`src/rtl/mips_dmem_ctrl_if.sv`:
```
// Bundle of the core load/store port and the external SRAM port.
//   master : core + SRAM side (drives core requests and SRAM responses)
//   slave  : mips_dmem_ctrl (drives load data, stall/exception, SRAM requests)
interface mips_dmem_ctrl_if;
  localparam int unsigned AW = 30;
  localparam int unsigned DW = 32;
  localparam int unsigned BW = 4;

  // core side
  logic [AW-1:0] mem_addr;
  logic [DW-1:0] mem_data_in;
  logic [BW-1:0] mem_write_en;
  logic          mem_read_en;
  logic [DW-1:0] mem_data_out;
  logic          mem_stall;
  logic          mem_excpt;

  // SRAM side
  logic          sram_req;
  logic          sram_we;
  logic [AW-1:0] sram_addr;
  logic [DW-1:0] sram_wdata;
  logic [BW-1:0] sram_be;
  logic          sram_ack;
  logic [DW-1:0] sram_rdata;

  modport master (
    output mem_addr, mem_data_in, mem_write_en, mem_read_en, sram_ack, sram_rdata,
    input  mem_data_out, mem_stall, mem_excpt,
           sram_req, sram_we, sram_addr, sram_wdata, sram_be
  );

  modport slave (
    input  mem_addr, mem_data_in, mem_write_en, mem_read_en, sram_ack, sram_rdata,
    output mem_data_out, mem_stall, mem_excpt,
           sram_req, sram_we, sram_addr, sram_wdata, sram_be
  );
endinterface

```
`src/rtl/mips_dmem_ctrl.sv`:
```
// Data-memory controller between the MIPS core load/store port and a
// variable-latency single-port SRAM. Stores post into a 2-entry write buffer
// that drains in the background; loads stall until the SRAM returns data.
// Loads hitting a buffered address wait for the buffer to empty.
// Ports:
//   clk, rst_b : clock, asynchronous active-low reset
//   bus        : core request/response and SRAM request/ack (slave modport)
module mips_dmem_ctrl #(
  parameter logic [29:0] DSEG_LO = 30'h0400_0000,
  parameter logic [29:0] DSEG_HI = 30'h04FF_FFFF,
  parameter int unsigned TIMEOUT = 64
) (
  input  logic            clk,
  input  logic            rst_b,
  mips_dmem_ctrl_if.slave bus
);

  localparam int unsigned AW    = 30;
  localparam int unsigned DW    = 32;
  localparam int unsigned BW    = 4;
  localparam int unsigned DEPTH = 2;
  localparam int unsigned CNT_W = 2;
  localparam int unsigned TO_W  = $clog2(TIMEOUT + 1);

  typedef enum logic [1:0] {
    IDLE    = 2'd0,
    RD_WAIT = 2'd1,
    WR_WAIT = 2'd2,
    RD_DONE = 2'd3
  } state_e;

  typedef struct packed {
    logic [AW-1:0] addr;
    logic [DW-1:0] data;
    logic [BW-1:0] be;
  } wb_entry_t;

  state_e           state_q, state_d;
  wb_entry_t        wb_q [DEPTH];
  wb_entry_t        wb_d [DEPTH];
  logic [CNT_W-1:0] count_q, count_d;
  logic [TO_W-1:0]  to_cnt_q, to_cnt_d;
  logic             sram_req_q, sram_req_d;
  logic             sram_we_q, sram_we_d;
  logic [AW-1:0]    sram_addr_q, sram_addr_d;
  logic [DW-1:0]    sram_wdata_q, sram_wdata_d;
  logic [BW-1:0]    sram_be_q, sram_be_d;
  logic [DW-1:0]    data_out_q, data_out_d;
  logic             to_excpt_q, to_excpt_d;
  logic             rd_to_q, rd_to_d;

  logic      is_store_c, is_load_c, in_range_c, range_fault_c;
  logic      hit_c, ld_go_c, enq_c, deq_c, timeout_c, mem_stall_c;
  wb_entry_t new_entry_c;

  // Request decode; a nonzero byte mask wins over mem_read_en.
  assign is_store_c    = |bus.mem_write_en;
  assign is_load_c     = bus.mem_read_en & ~is_store_c;
  assign in_range_c    = (bus.mem_addr >= DSEG_LO) && (bus.mem_addr <= DSEG_HI);
  assign range_fault_c = (is_store_c | is_load_c) & ~in_range_c;

  // Load address against every valid buffer entry (including the one draining).
  assign hit_c = ((count_q > CNT_W'(0)) && (wb_q[0].addr == bus.mem_addr)) ||
                 ((count_q > CNT_W'(1)) && (wb_q[1].addr == bus.mem_addr));

  // rd_to_q marks the exception cycle of a read timeout: the core is released, so no reissue.
  assign ld_go_c     = is_load_c & in_range_c & ~hit_c & ~rd_to_q;
  assign enq_c       = is_store_c & in_range_c & (count_q != CNT_W'(DEPTH));
  assign timeout_c   = (to_cnt_q == TO_W'(TIMEOUT - 1));
  assign new_entry_c = '{addr: bus.mem_addr, data: bus.mem_data_in, be: bus.mem_write_en};

  // Stall: full buffer on store; on load, stall unless the data (or a timeout) is being delivered.
  always_comb begin
    mem_stall_c = 1'b0;
    if (rst_b && in_range_c) begin
      if (is_store_c) begin
        mem_stall_c = (count_q == CNT_W'(DEPTH));
      end else if (is_load_c) begin
        if (hit_c)                              mem_stall_c = 1'b1;
        else if ((state_q == RD_DONE) || rd_to_q) mem_stall_c = 1'b0;
        else                                    mem_stall_c = 1'b1;
      end
    end
  end

  // Next-state: SRAM sequencing and write-buffer update.
  always_comb begin
    state_d      = state_q;
    wb_d         = wb_q;
    count_d      = count_q;
    to_cnt_d     = to_cnt_q;
    sram_req_d   = sram_req_q;
    sram_we_d    = sram_we_q;
    sram_addr_d  = sram_addr_q;
    sram_wdata_d = sram_wdata_q;
    sram_be_d    = sram_be_q;
    data_out_d   = data_out_q;
    to_excpt_d   = 1'b0;
    rd_to_d      = 1'b0;
    deq_c        = 1'b0;

    unique case (state_q)
      IDLE: begin
        if (ld_go_c) begin
          state_d     = RD_WAIT;
          sram_req_d  = 1'b1;
          sram_we_d   = 1'b0;
          sram_addr_d = bus.mem_addr;
          sram_be_d   = {BW{1'b1}};
          to_cnt_d    = '0;
        end else if (count_q != CNT_W'(0)) begin
          state_d      = WR_WAIT;
          sram_req_d   = 1'b1;
          sram_we_d    = 1'b1;
          sram_addr_d  = wb_q[0].addr;
          sram_wdata_d = wb_q[0].data;
          sram_be_d    = wb_q[0].be;
          to_cnt_d     = '0;
        end
      end
      RD_WAIT: begin
        if (bus.sram_ack) begin
          state_d    = RD_DONE;
          sram_req_d = 1'b0;
          data_out_d = bus.sram_rdata;
        end else if (timeout_c) begin
          state_d    = IDLE;
          sram_req_d = 1'b0;
          to_excpt_d = 1'b1;
          rd_to_d    = 1'b1;
        end else begin
          to_cnt_d = to_cnt_q + TO_W'(1);
        end
      end
      WR_WAIT: begin
        if (bus.sram_ack) begin
          state_d    = IDLE;
          sram_req_d = 1'b0;
          deq_c      = 1'b1;
        end else if (timeout_c) begin
          // Timed-out write is dropped rather than retried.
          state_d    = IDLE;
          sram_req_d = 1'b0;
          deq_c      = 1'b1;
          to_excpt_d = 1'b1;
        end else begin
          to_cnt_d = to_cnt_q + TO_W'(1);
        end
      end
      RD_DONE: state_d = IDLE;
      default: state_d = IDLE;
    endcase

    // enq and deq together only happen with one entry: the new entry becomes the head.
    unique case ({enq_c, deq_c})
      2'b10: begin
        wb_d[count_q[0]] = new_entry_c;
        count_d          = count_q + CNT_W'(1);
      end
      2'b01: begin
        wb_d[0] = wb_q[1];
        count_d = count_q - CNT_W'(1);
      end
      2'b11:   wb_d[0] = new_entry_c;
      default: ;
    endcase
  end

  // State register.
  always_ff @(posedge clk or negedge rst_b) begin
    if (!rst_b) begin
      state_q      <= IDLE;
      wb_q         <= '{default: '0};
      count_q      <= '0;
      to_cnt_q     <= '0;
      sram_req_q   <= 1'b0;
      sram_we_q    <= 1'b0;
      sram_addr_q  <= '0;
      sram_wdata_q <= '0;
      sram_be_q    <= '0;
      data_out_q   <= '0;
      to_excpt_q   <= 1'b0;
      rd_to_q      <= 1'b0;
    end else begin
      state_q      <= state_d;
      wb_q         <= wb_d;
      count_q      <= count_d;
      to_cnt_q     <= to_cnt_d;
      sram_req_q   <= sram_req_d;
      sram_we_q    <= sram_we_d;
      sram_addr_q  <= sram_addr_d;
      sram_wdata_q <= sram_wdata_d;
      sram_be_q    <= sram_be_d;
      data_out_q   <= data_out_d;
      to_excpt_q   <= to_excpt_d;
      rd_to_q      <= rd_to_d;
    end
  end

  assign bus.mem_data_out = data_out_q;
  assign bus.mem_stall    = mem_stall_c;
  assign bus.mem_excpt    = rst_b & (range_fault_c | to_excpt_q);
  assign bus.sram_req     = sram_req_q;
  assign bus.sram_we      = sram_we_q;
  assign bus.sram_addr    = sram_addr_q;
  assign bus.sram_wdata   = sram_wdata_q;
  assign bus.sram_be      = sram_be_q;

endmodule

```
`src/flat_wrapper.sv`:
```
// flat-port wrapper written by rule: the top's interface ports become plain ports
module mips_dmem_ctrl_flat 
#(
  parameter logic [29:0] DSEG_LO = 30'h0400_0000,
  parameter logic [29:0] DSEG_HI = 30'h04FF_FFFF,
  parameter int unsigned TIMEOUT = 64
)
  (clk, rst_b, bus_mem_addr, bus_mem_data_in, bus_mem_write_en, bus_mem_read_en, bus_sram_ack, bus_sram_rdata, bus_mem_data_out, bus_mem_stall, bus_mem_excpt, bus_sram_req, bus_sram_we, bus_sram_addr, bus_sram_wdata, bus_sram_be);
  mips_dmem_ctrl_if bus_i ();
  input  logic clk;
  input  logic rst_b;
  input wire logic [$bits(bus_i.mem_addr)-1:0] bus_mem_addr;
  input wire logic [$bits(bus_i.mem_data_in)-1:0] bus_mem_data_in;
  input wire logic [$bits(bus_i.mem_write_en)-1:0] bus_mem_write_en;
  input wire logic [$bits(bus_i.mem_read_en)-1:0] bus_mem_read_en;
  input wire logic [$bits(bus_i.sram_ack)-1:0] bus_sram_ack;
  input wire logic [$bits(bus_i.sram_rdata)-1:0] bus_sram_rdata;
  output wire logic [$bits(bus_i.mem_data_out)-1:0] bus_mem_data_out;
  output wire logic [$bits(bus_i.mem_stall)-1:0] bus_mem_stall;
  output wire logic [$bits(bus_i.mem_excpt)-1:0] bus_mem_excpt;
  output wire logic [$bits(bus_i.sram_req)-1:0] bus_sram_req;
  output wire logic [$bits(bus_i.sram_we)-1:0] bus_sram_we;
  output wire logic [$bits(bus_i.sram_addr)-1:0] bus_sram_addr;
  output wire logic [$bits(bus_i.sram_wdata)-1:0] bus_sram_wdata;
  output wire logic [$bits(bus_i.sram_be)-1:0] bus_sram_be;
  assign bus_i.mem_addr = bus_mem_addr;
  assign bus_i.mem_data_in = bus_mem_data_in;
  assign bus_i.mem_write_en = bus_mem_write_en;
  assign bus_i.mem_read_en = bus_mem_read_en;
  assign bus_i.sram_ack = bus_sram_ack;
  assign bus_i.sram_rdata = bus_sram_rdata;
  assign bus_mem_data_out = bus_i.mem_data_out;
  assign bus_mem_stall = bus_i.mem_stall;
  assign bus_mem_excpt = bus_i.mem_excpt;
  assign bus_sram_req = bus_i.sram_req;
  assign bus_sram_we = bus_i.sram_we;
  assign bus_sram_addr = bus_i.sram_addr;
  assign bus_sram_wdata = bus_i.sram_wdata;
  assign bus_sram_be = bus_i.sram_be;
  mips_dmem_ctrl #(.DSEG_LO(DSEG_LO), .DSEG_HI(DSEG_HI), .TIMEOUT(TIMEOUT)) u_core (.clk(clk), .rst_b(rst_b), .bus(bus_i));
endmodule
```
`config.mk`:
```
export PLATFORM = sky130hd
export DESIGN_NAME = mips_dmem_ctrl_flat
export DESIGN_NICKNAME = d
export VERILOG_FILES = /design/src/rtl/mips_dmem_ctrl_if.sv /design/src/rtl/mips_dmem_ctrl.sv /design/src/flat_wrapper.sv
export SDC_FILE = /design/constraint.sdc
export NUM_CORES = 1
export LEC_CHECK = 0
export BUFFER_PORTS_ARGS = -buffer_cell sky130_fd_sc_hd__buf_2
export CAP_MARGIN = 20
export CORE_MARGIN = 2
export CORE_UTILIZATION = 61
export DETAILED_ROUTE_END_ITERATION = 8
export PLACE_DENSITY = 0.9
export RECOVER_POWER = 50
export SETUP_SLACK_MARGIN = 0.15
export SYNTH_ARGS = -nofsm -noshare
export SYNTH_HDL_FRONTEND = slang
export SYNTH_SLANG_ARGS = --single-unit
```
`constraint.sdc`:
```
create_clock -name clk -period 4.5 [get_ports clk]
set_input_delay 0.45 -clock clk [delete_from_list [all_inputs] [get_ports clk]]
set_output_delay 0.45 -clock clk [all_outputs]
set_load 0.1 [all_outputs]
```
==> qor.yml, run 1 <==
floorplanning:
  initial_utilization_pct: 62.2
  core_area_um2: 18700
  num_io_pins: 204
  die_y_um: 142
  fp.dieW_um: 142
  num_rows: 50
  fp.dieArea_um2: 20200
sta:
  timing.final.crit_share_pct: 81.8
  fin_skew_ns: 0.0239
  whs_ns: 0.149
  tightestPinTransition_ns: 2.12
  period_needed_ns: 3.68
  setup_viol: 0
  final_max_slew_viol_count: 156
  fin_setup_tns_ns: 0
  grt_setup_unrepaired: "no"
  hold_viol_final: 0
  max_slew_margin_pct: -41.4
  fmax_mhz: 272
routing:
  drtPass1Iterations: 5
  route.vias.total: 8361
  avgRoutedWirePerCell_um: 19.2
  vias_per_cell: 5.96
  ant_nets: 0
  wirelength_mm: 27.0
  post-route-drc-count: 0
  initialDrtViolationCount: 561
synthesis:
  ys_seq_elements: 245
  synthTopCellsByCount: "dfrtp_1 (245), mux2_2 (105), a21oi_1 (97), nor2_1 (72), xor2_1 (60)"
  synth_nets: 1079
  synthMostInstantiatedCell: "dfrtp_1"
  synth_area_um2: 11600
  synthTopCellsByArea: "dfrtp_1 (53%), mux2_2 (10%), xor2_1 (4.5%)"
  async_reset_ff_share_pct: 100
  synth_cell_types: 58
  synth.largest_area_cell: "dfrtp_1"
  synth-edff-count: 0
  yosysWarningCount: 0
  synth-main-ff-cell: "dfrtp_1"
  syn_inst: 964
  syn_avg_cell_area_um2: 12.1
  ys_seq_area_share_pct: 52.7
  synth_top_area_share_pct: 52.7
critical_path:
  start_kind: "register"
  path_class: "register to primary output"
  path_max_fanout: 28
  reg2regPathDepth: 11
  critPathCaptureType: "primary output"
  r2r_start: "u_core.to_cnt_q[0]$_DFFE_PN0P_"
  worstPathArrival_ns: 3.23
  crit_path_start: "u_core.count_q[0]$_DFFE_PN0P_"
  required_ns: 4.05
layout:
  drive_gt1_share_pct: 29.2
  finish.utilization_pct: 71.6
  fin_nets: 1261
  final_cell_area_um2: 13400
  area_growth_pct: 15.1
  fillers: 1311
run_status:
  violations: "max-capacitance violations, max-slew violations"
  status: "complete, but fails checks"
clock_network:
  clock_sink_count: 245
  clk_pin_slew_ns: 0.06
  clk_latency_ns: 0.53
  cts_buffer_depth: 3
  holdBufCountCts: 1
  cts_max_level: 1
  post-cts-setup-buffers: 0
  cts-resized-gates: 0
  root_buffer: "clkbuf_16"
  cts_buffers: 26
  cts_tree: "built"
global_route:
  antenna_found_initial: 3
  grt_pass1_wl_mm: 43.0
  grt_util_all_layers_pct: 26.6
  grt_max_degree: 156
  grt_pass1_vias: 8402
  grt-ovfl-total: 0
hold_path:
  worst_hold_startpoint: "bus_sram_rdata[15]"
  hp-class: "input pin to register"
  hold_depth: 2
place:
  placed_area_um2: 12700
  hpwl_mm: 17.5
  numPortBuffers: 203
  place_congestion: 0.841
run:
  cap_violations: 1
[final timing paths]
kind | endpoint | slack [ns]
setup / recovery | bus_mem_stall | 0.82
hold / removal | u_core.bus.mem_data_out[15]$_DFFE_PN0P_ | 0.15
setup reg to reg | u_core.wb_q[85]$_DFFE_PN0P_ | 1.13
hold reg to reg | u_core.bus.sram_addr[26]$_DFFE_PN0P_ | 0.49
max in group asynchronous | u_core.wb_q[94]$_DFFE_PN0P_ | 1.30
min in group asynchronous | u_core.wb_q[82]$_DFFE_PN0P_ | 0.52
[final cells by class]
class	count	area (µm²)	area share, %
antenna	3	7.51	0.0560
sequential	245	6130	45.8
multi-input combinational	643	5040	37.6
tap	234	293	2.18
clock buffer	42	801	5.98
timing repair buffer	216	1010	7.53
clock inverter	6	70.1	0.523
inverter	14	52.6	0.392
[layer usage]
layer  share of wire [%]  wire length, µm  vias to the layer above  global-route usage (%)
met2                  48            13100                      312                    43.8
met3                 7.4             2000                       59                    5.89
li1                    -                -                     3813                       -
met4                 2.9              777                        2                    9.11
met5               0.041               11                        -                       0
met1                  41            11100                     4175                    35.2
[registers in the layout, indices dropped and copies added, names as in the netlist]
register                 count
u_core.bus.sram_wdata       32
u_core.bus.mem_data_out     32
u_core.bus.sram_be           4
u_core.bus.sram_we           1
u_core.count_q               2
u_core.bus.sram_addr        30
u_core.bus.sram_req          1
u_core.state_q               2
u_core.rd_to_q               1
u_core.to_cnt_q              7
u_core.wb_q                132
u_core.to_excpt_q            1
[stage by stage]
step	instances	setup slack, ns
finish	1403	0.820
global route	1402	0.590
CTS	1400	0.789
detailed placement	1351	1.34
global placement	1350	1.36
floorplan	964	0.947
[placed cells by master (no fill, tap or decap), drive strengths merged, types with 3 or more instances in the layout]
cell type  count
diode          3
nor4          15
nor3           8
a21oi         98
and3           4
o21ai          7
nor2b         30
nand2b         5
buf          113
a311o         24
dfrtp        245
a22oi         66
clkinv         6
nand3          8
a22o           6
mux2         130
xor2          60
o22a           6
inv           13
ha            13
nand4          4
nor2          74
clkbuf       144
nand2         60
[cells by family (layout without fill, tap and decap cells)]
family	count (synthesis)	after routing	share of synthesized area, %
flops	245	245	52.7
compound gates	221	221	14.4
simple gates	216	216	9.27
mux	131	131	13.5
buf+inv	76	278	4.13
xor+xnor	62	62	4.67
fa+ha+maj	13	13	1.40
other cells	0	3	0
[worst max-delay path, stage by stage, from the launching register on]
cell and delay [ns]:
dfrtp_1 0.49, inv_1 0.12, ha_1 0.21, buf_4 0.24, nor4_1 0.33, nand4_1 0.14, nor2_2 0.28, o311ai_0 0.19
a21oi_1 0.21, buf_2 0.47
Power of run 1 is left out: the tool's default activity adds up to more than one toggle a clock period on the data nets, which glitch-free logic cannot reach.
==> run 2, diff against run 1 <==
--- a/config.mk
+++ b/config.mk
@@ -8,9 +8,9 @@
 export BUFFER_PORTS_ARGS = -buffer_cell sky130_fd_sc_hd__buf_2
 export CAP_MARGIN = 20
 export CORE_MARGIN = 2
-export CORE_UTILIZATION = 61
+export CORE_UTILIZATION = 56
 export DETAILED_ROUTE_END_ITERATION = 8
-export PLACE_DENSITY = 0.9
+export PLACE_DENSITY = 0.84
 export RECOVER_POWER = 50
 export SETUP_SLACK_MARGIN = 0.15
 export SYNTH_ARGS = -nofsm -noshare
==> constraint.sdc (replaced) <==
create_clock -name clk -period 3.69 [get_ports clk]
set_input_delay 0.369 -clock clk [delete_from_list [all_inputs] [get_ports clk]]
set_output_delay 0.369 -clock clk [all_outputs]
set_load 0.1 [all_outputs]
==> run 2 against run 1 <==
Effect of this change:
- the flow still finishes with violations (max-capacitance violations, max-slew violations)
- hold slack got worse by 0.072 ns
- wire length shrank 0.23%
- cell count is 2.5% higher
- non-clock buffer count rose by 3
==> qor.yml, run 2 (synthesis gave the netlist of run 1 again) <==
sta:
  setup_viol: 0
  max_slew_margin_pct: -8.12
  final_max_slew_viol_count: 184
  fin_skew_ns: 0.0131
  fmax_mhz: 294
  fin_setup_tns_ns: 0
  timing.final.crit_share_pct: 92.1
  hold_viol_final: 0
  whs_ns: 0.0768
  period_needed_ns: 3.40
  tightestPinTransition_ns: 1.62
  grt_setup_unrepaired: "no"
place:
  place_congestion: 0.842
  placed_area_um2: 12800
  hpwl_mm: 18.0
  numPortBuffers: 203
clock_network:
  clock_sink_count: 245
  clk_pin_slew_ns: 0.06
  cts_buffers: 26
  cts_tree: "built"
  cts_buffer_depth: 3
  cts_max_level: 1
  root_buffer: "clkbuf_16"
  clk_latency_ns: 0.52
  post-cts-setup-buffers: 0
critical_path:
  worstPathArrival_ns: 3.03
  critPathMaxStageDelay_ns: 0.52
  cpLargestDelayFamily: "simple AND/OR/NAND/NOR gates"
  required_ns: 3.32
  crit_chain: "inv_1 > ha_1 > nor4_1 > nand4_1 > nor2_2 > o311ai_0 > a21oi_2 > buf_6"
  crit_buf_inv: 2
  path_max_fanout: 6
  path_class: "register to primary output"
  start_kind: "register"
  critPathCaptureType: "primary output"
  cpMaxStageDelayCell: "dfrtp_1"
floorplanning:
  initial_utilization_pct: 57.3
  num_io_pins: 204
  fp.dieW_um: 148
  fp.dieArea_um2: 21900
  core_area_um2: 20300
  num_rows: 52
  die_y_um: 148
global_route:
  grt_max_degree: 116
  grt-ovfl-total: 0
  grt_util_all_layers_pct: 24.9
  grt_pass1_vias: 8693
  antenna_found_initial: 2
  grt_pass1_wl_mm: 44.1
layout:
  drive_gt1_share_pct: 29.5
  regMostFlops: "u_core.wb_q"
  final_cell_area_um2: 13500
  largest_register_ffs: 132
  mostFrequentLayoutCells: "dfrtp_1 (245), clkbuf_1 (106), mux2_2 (105)"
  final_common_cell: "dfrtp_1"
  finish.utilization_pct: 66.7
  area_growth_pct: 16.3
  fin_nets: 1264
run:
  cap_violations: 2
routing:
  post-route-drc-count: 0
  wirelength_mm: 26.9
  initialDrtViolationCount: 500
  ant_nets: 0
  avgRoutedWirePerCell_um: 18.7
  vias_per_cell: 5.76
  route.vias.total: 8283
  drtPass1Iterations: 6
run_status:
  violations: "max-capacitance violations, max-slew violations"
  status: "complete, but fails checks"
hold_path:
  hp-class: "input pin to register"
==> run 2: changes by cell type in the layout (fill, tap and decap cells not counted), moves of 2 or more <==
cell and change:
clkbuf_8 -6, buf_12 +5, buf_4 -3, clkbuf_1 -2
==> run 2: worst paths after layout <==
check	start	endpoint	slack, ns	depth (start not counted)
worst max-delay path	u_core.count_q[0]$_DFFE_PN0P_	bus_mem_stall	0.29	8
worst min-delay path	bus_sram_rdata[1]	u_core.bus.mem_data_out[1]$_DFFE_PN0P_	0.08	2
worst max register to register	u_core.to_cnt_q[0]$_DFFE_PN0P_	u_core.wb_q[101]$_DFFE_PN0P_	0.63	11
worst min register to register	u_core.bus.sram_addr[26]$_DFFE_PN0P_	u_core.bus.sram_addr[26]$_DFFE_PN0P_	0.49	1
max in group asynchronous	rst_b	u_core.bus.mem_data_out[28]$_DFFE_PN0P_	1.28	3
min in group asynchronous	rst_b	u_core.bus.sram_wdata[11]$_DFFE_PN0P_	0.38	2
==> run 2: layout make-up <==
class,count,area [µm²]
fill,1592,6760
sequential,245,6130
multi-input combinational,643,5050
timing repair buffer,219,1110
clock buffer,36,739
tap,270,338
clock inverter,9,109
inverter,14,52.6
antenna,2,5.00
==> run 2: worst register-to-register path, stage by stage, from the launching register on <==
cell and delay [ns]:
dfrtp_1 0.39, ha_1 0.20, and3_1 0.31, nand4b_4 0.18, nand2b_1 0.35, nand2_4 0.14
inv_1 0.10, ha_1 0.16, or2_4 0.55, buf_12 0.31, a22oi_2 0.09, a21oi_1 0.18
==> run 2: through the flow <==
stage	setup slack [ns]	cells
2_1_floorplan	0.218	964
3_3_place_gp	0.717	1389
3_5_place_dp	0.568	1390
4_1_cts	0.162	1436
5_1_grt	0.190	1438
6_report	0.292	1438
==> run 2: metal layers <==
metal | share of wire, % | track usage (%) | vias up | routed length [µm]
met5 | 0 | 0 | - | 0
met4 | 3.1 | 9.00 | 0 | 830
met3 | 6.3 | 5.12 | 51 | 1700
met2 | 49 | 41.6 | 273 | 13200
met1 | 42 | 32.6 | 4144 | 11200
li1 | - | - | 3815 | -
==> run 2: repair_timing <==
item                                    in CTS  in global routing
endpoints found under the setup margin       1                  1
hold buffers                                 1                  0
hold endpoints to repair                    63                  0
resized for setup                            2                  1
pin swaps                                    0                  1
Power of run 2 is left out for the same reason.
==> run 3, diff against run 2 <==
--- a/config.mk
+++ b/config.mk
@@ -7,12 +7,14 @@
 export LEC_CHECK = 0
 export BUFFER_PORTS_ARGS = -buffer_cell sky130_fd_sc_hd__buf_2
 export CAP_MARGIN = 20
+export CORE_ASPECT_RATIO = 1.2
 export CORE_MARGIN = 2
 export CORE_UTILIZATION = 56
 export DETAILED_ROUTE_END_ITERATION = 8
 export PLACE_DENSITY = 0.84
 export RECOVER_POWER = 50
 export SETUP_SLACK_MARGIN = 0.15
+export SKIP_CTS_REPAIR_TIMING = 1
 export SYNTH_ARGS = -nofsm -noshare
 export SYNTH_HDL_FRONTEND = slang
 export SYNTH_SLANG_ARGS = --single-unit
==> run 3 against run 2 <==
Effect of this change:
- the run still ends with max-capacitance violations, max-slew violations left
- non-clock buffer count did not move
- count of clock-buffer cells in the layout fell by 1
- first-iteration DRC count fell by 9.0%
- worst setup slack improved by 0.038 ns
- cell count fell by 0.35%
- final area fell by 0.17%
- wire length rose by 0.22%
- global-route usage fell by 0.16 points
- flip-flop and latch count did not move
==> qor.yml, run 3 (synthesis gave the netlist of run 1 again) <==
layout:
  multi_input_area_um2: 5040
  drive_gt1_share_pct: 29.7
  area_growth_pct: 16.1
  fillers: 1561
  regArea_um2: 6130
  final_common_cell: "dfrtp_1"
  largest_register_ffs: 132
  fin_nets: 1263
  regMostFlops: "u_core.wb_q"
  mostFrequentLayoutCells: "dfrtp_1 (245), mux2_2 (105), clkbuf_1 (103)"
sta:
  tightestPinTransition_ns: 1.68
  max_slew_margin_pct: -12.2
  whs_ns: 0.0822
  fmax_mhz: 298
  hold_viol_final: 0
  period_needed_ns: 3.36
  fin_skew_ns: 0.00669
  grt_setup_unrepaired: "no"
  setup_viol: 0
  timing.final.crit_share_pct: 91.1
  final_max_slew_viol_count: 192
  fin_setup_tns_ns: 0
critical_path:
  start_kind: "register"
  path_class: "register to primary output"
  r2r_start: "u_core.to_cnt_q[0]$_DFFE_PN0P_"
  crit_path_start: "u_core.count_q[0]$_DFFE_PN0P_"
  critPathCaptureType: "primary output"
  crit_end: "bus_mem_stall"
  worstPathArrival_ns: 2.99
  required_ns: 3.32
  reg2reg_slack_ns: 0.60
  path_max_fanout: 6
  r2r_end: "u_core.wb_q[100]$_DFFE_PN0P_"
  reg2regPathDepth: 11
floorplanning:
  core_area_um2: 20300
  fp.dieW_um: 136
  num_rows: 57
  fp.dieArea_um2: 22000
  die_y_um: 162
  initial_utilization_pct: 57.3
  num_io_pins: 204
global_route:
  grt_max_degree: 127
  grt-ovfl-total: 0
  grt_pass1_wl_mm: 43.6
  grt_util_all_layers_pct: 24.8
  antenna_found_initial: 3
  grt_pass1_vias: 8467
routing:
  avgRoutedWirePerCell_um: 18.8
  drtPass1Iterations: 5
  initialDrtViolationCount: 455
  route.vias.total: 8296
  wirelength_mm: 27.0
  ant_nets: 0
  vias_per_cell: 5.79
  post-route-drc-count: 0
run_status:
  status: "complete, but fails checks"
  violations: "max-capacitance violations, max-slew violations"
clock_network:
  cts_max_level: 1
  root_buffer: "clkbuf_16"
  cts_tree: "built"
  clk_pin_slew_ns: 0.06
  clock_sink_count: 245
  cts_buffer_depth: 3
  clk_latency_ns: 0.51
  cts_buffers: 25
hold_path:
  hp-class: "input pin to register"
place:
  hpwl_mm: 18.2
  place_congestion: 0.857
  numPortBuffers: 203
run:
  cap_violations: 2
[run 3: cell count changes in the layout (fill, tap and decap cells not counted), sizes merged]
cell	delta
clkinvlp	+2
clkbuf	-1
clkinv	-1
[run 3: worst min-delay path by stage]
stage / endpoint / from / cells past startpoint / slack, ns
global placement: u_core.bus.mem_data_out[0]$_DFFE_PN0P_ / rst_b / 1 / 0.33
CTS: u_core.bus.mem_data_out[0]$_DFFE_PN0P_ / rst_b / 1 / -0.21
floorplan: u_core.bus.mem_data_out[0]$_DFFE_PN0P_ / rst_b / 0 / 0.07
detailed placement: u_core.bus.mem_data_out[0]$_DFFE_PN0P_ / rst_b / 1 / 0.34
global route: u_core.bus.mem_data_out[27]$_DFFE_PN0P_ / bus_sram_rdata[27] / 2 / 0.07
finish: u_core.bus.mem_data_out[27]$_DFFE_PN0P_ / bus_sram_rdata[27] / 2 / 0.08
[run 3: metal layers]
layer | track usage, % | up-vias | wire [µm]
li1 | - | 3812 | -
met1 | 32.0 | 4165 | 10800
met2 | 42.0 | 263 | 13700
met3 | 4.99 | 54 | 1650
met4 | 8.00 | 2 | 789
met5 | 0 | - | 13
[run 3: per-stage QoR]
stage | setup WS, ns | area, µm² | instances | util (%)
global placement | 0.745 | 12800 | 1384 | 62.9
global route | 0.160 | 13500 | 1433 | 66.5
finish | 0.330 | 13500 | 1433 | 66.5
CTS | 0.146 | 13700 | 1430 | 67.2
floorplan | 0.218 | 11600 | 964 | -
detailed placement | 0.720 | 12800 | 1385 | 63.0
[run 3: critical path, stage by stage, from the launching register on]
cell      delay [ns]
dfrtp_1         0.51
inv_1           0.11
ha_1            0.25
nor4_1          0.39
nand4_1         0.16
nor2_2          0.28
o311ai_0        0.20
a21oi_1         0.30
buf_6           0.28
[run 3: cell type report]
type / count / area share [%]
repair buffers: 219 / 8.21
well taps: 265 / 2.45
multi-input cells: 643 / 37.3
inverters: 14 / 0.389
diodes: 2 / 0.0370
clock buffers: 35 / 5.42
clock inverters: 10 / 0.833
flip-flops and latches: 245 / 45.4
Power of run 3 is left out for the same reason.
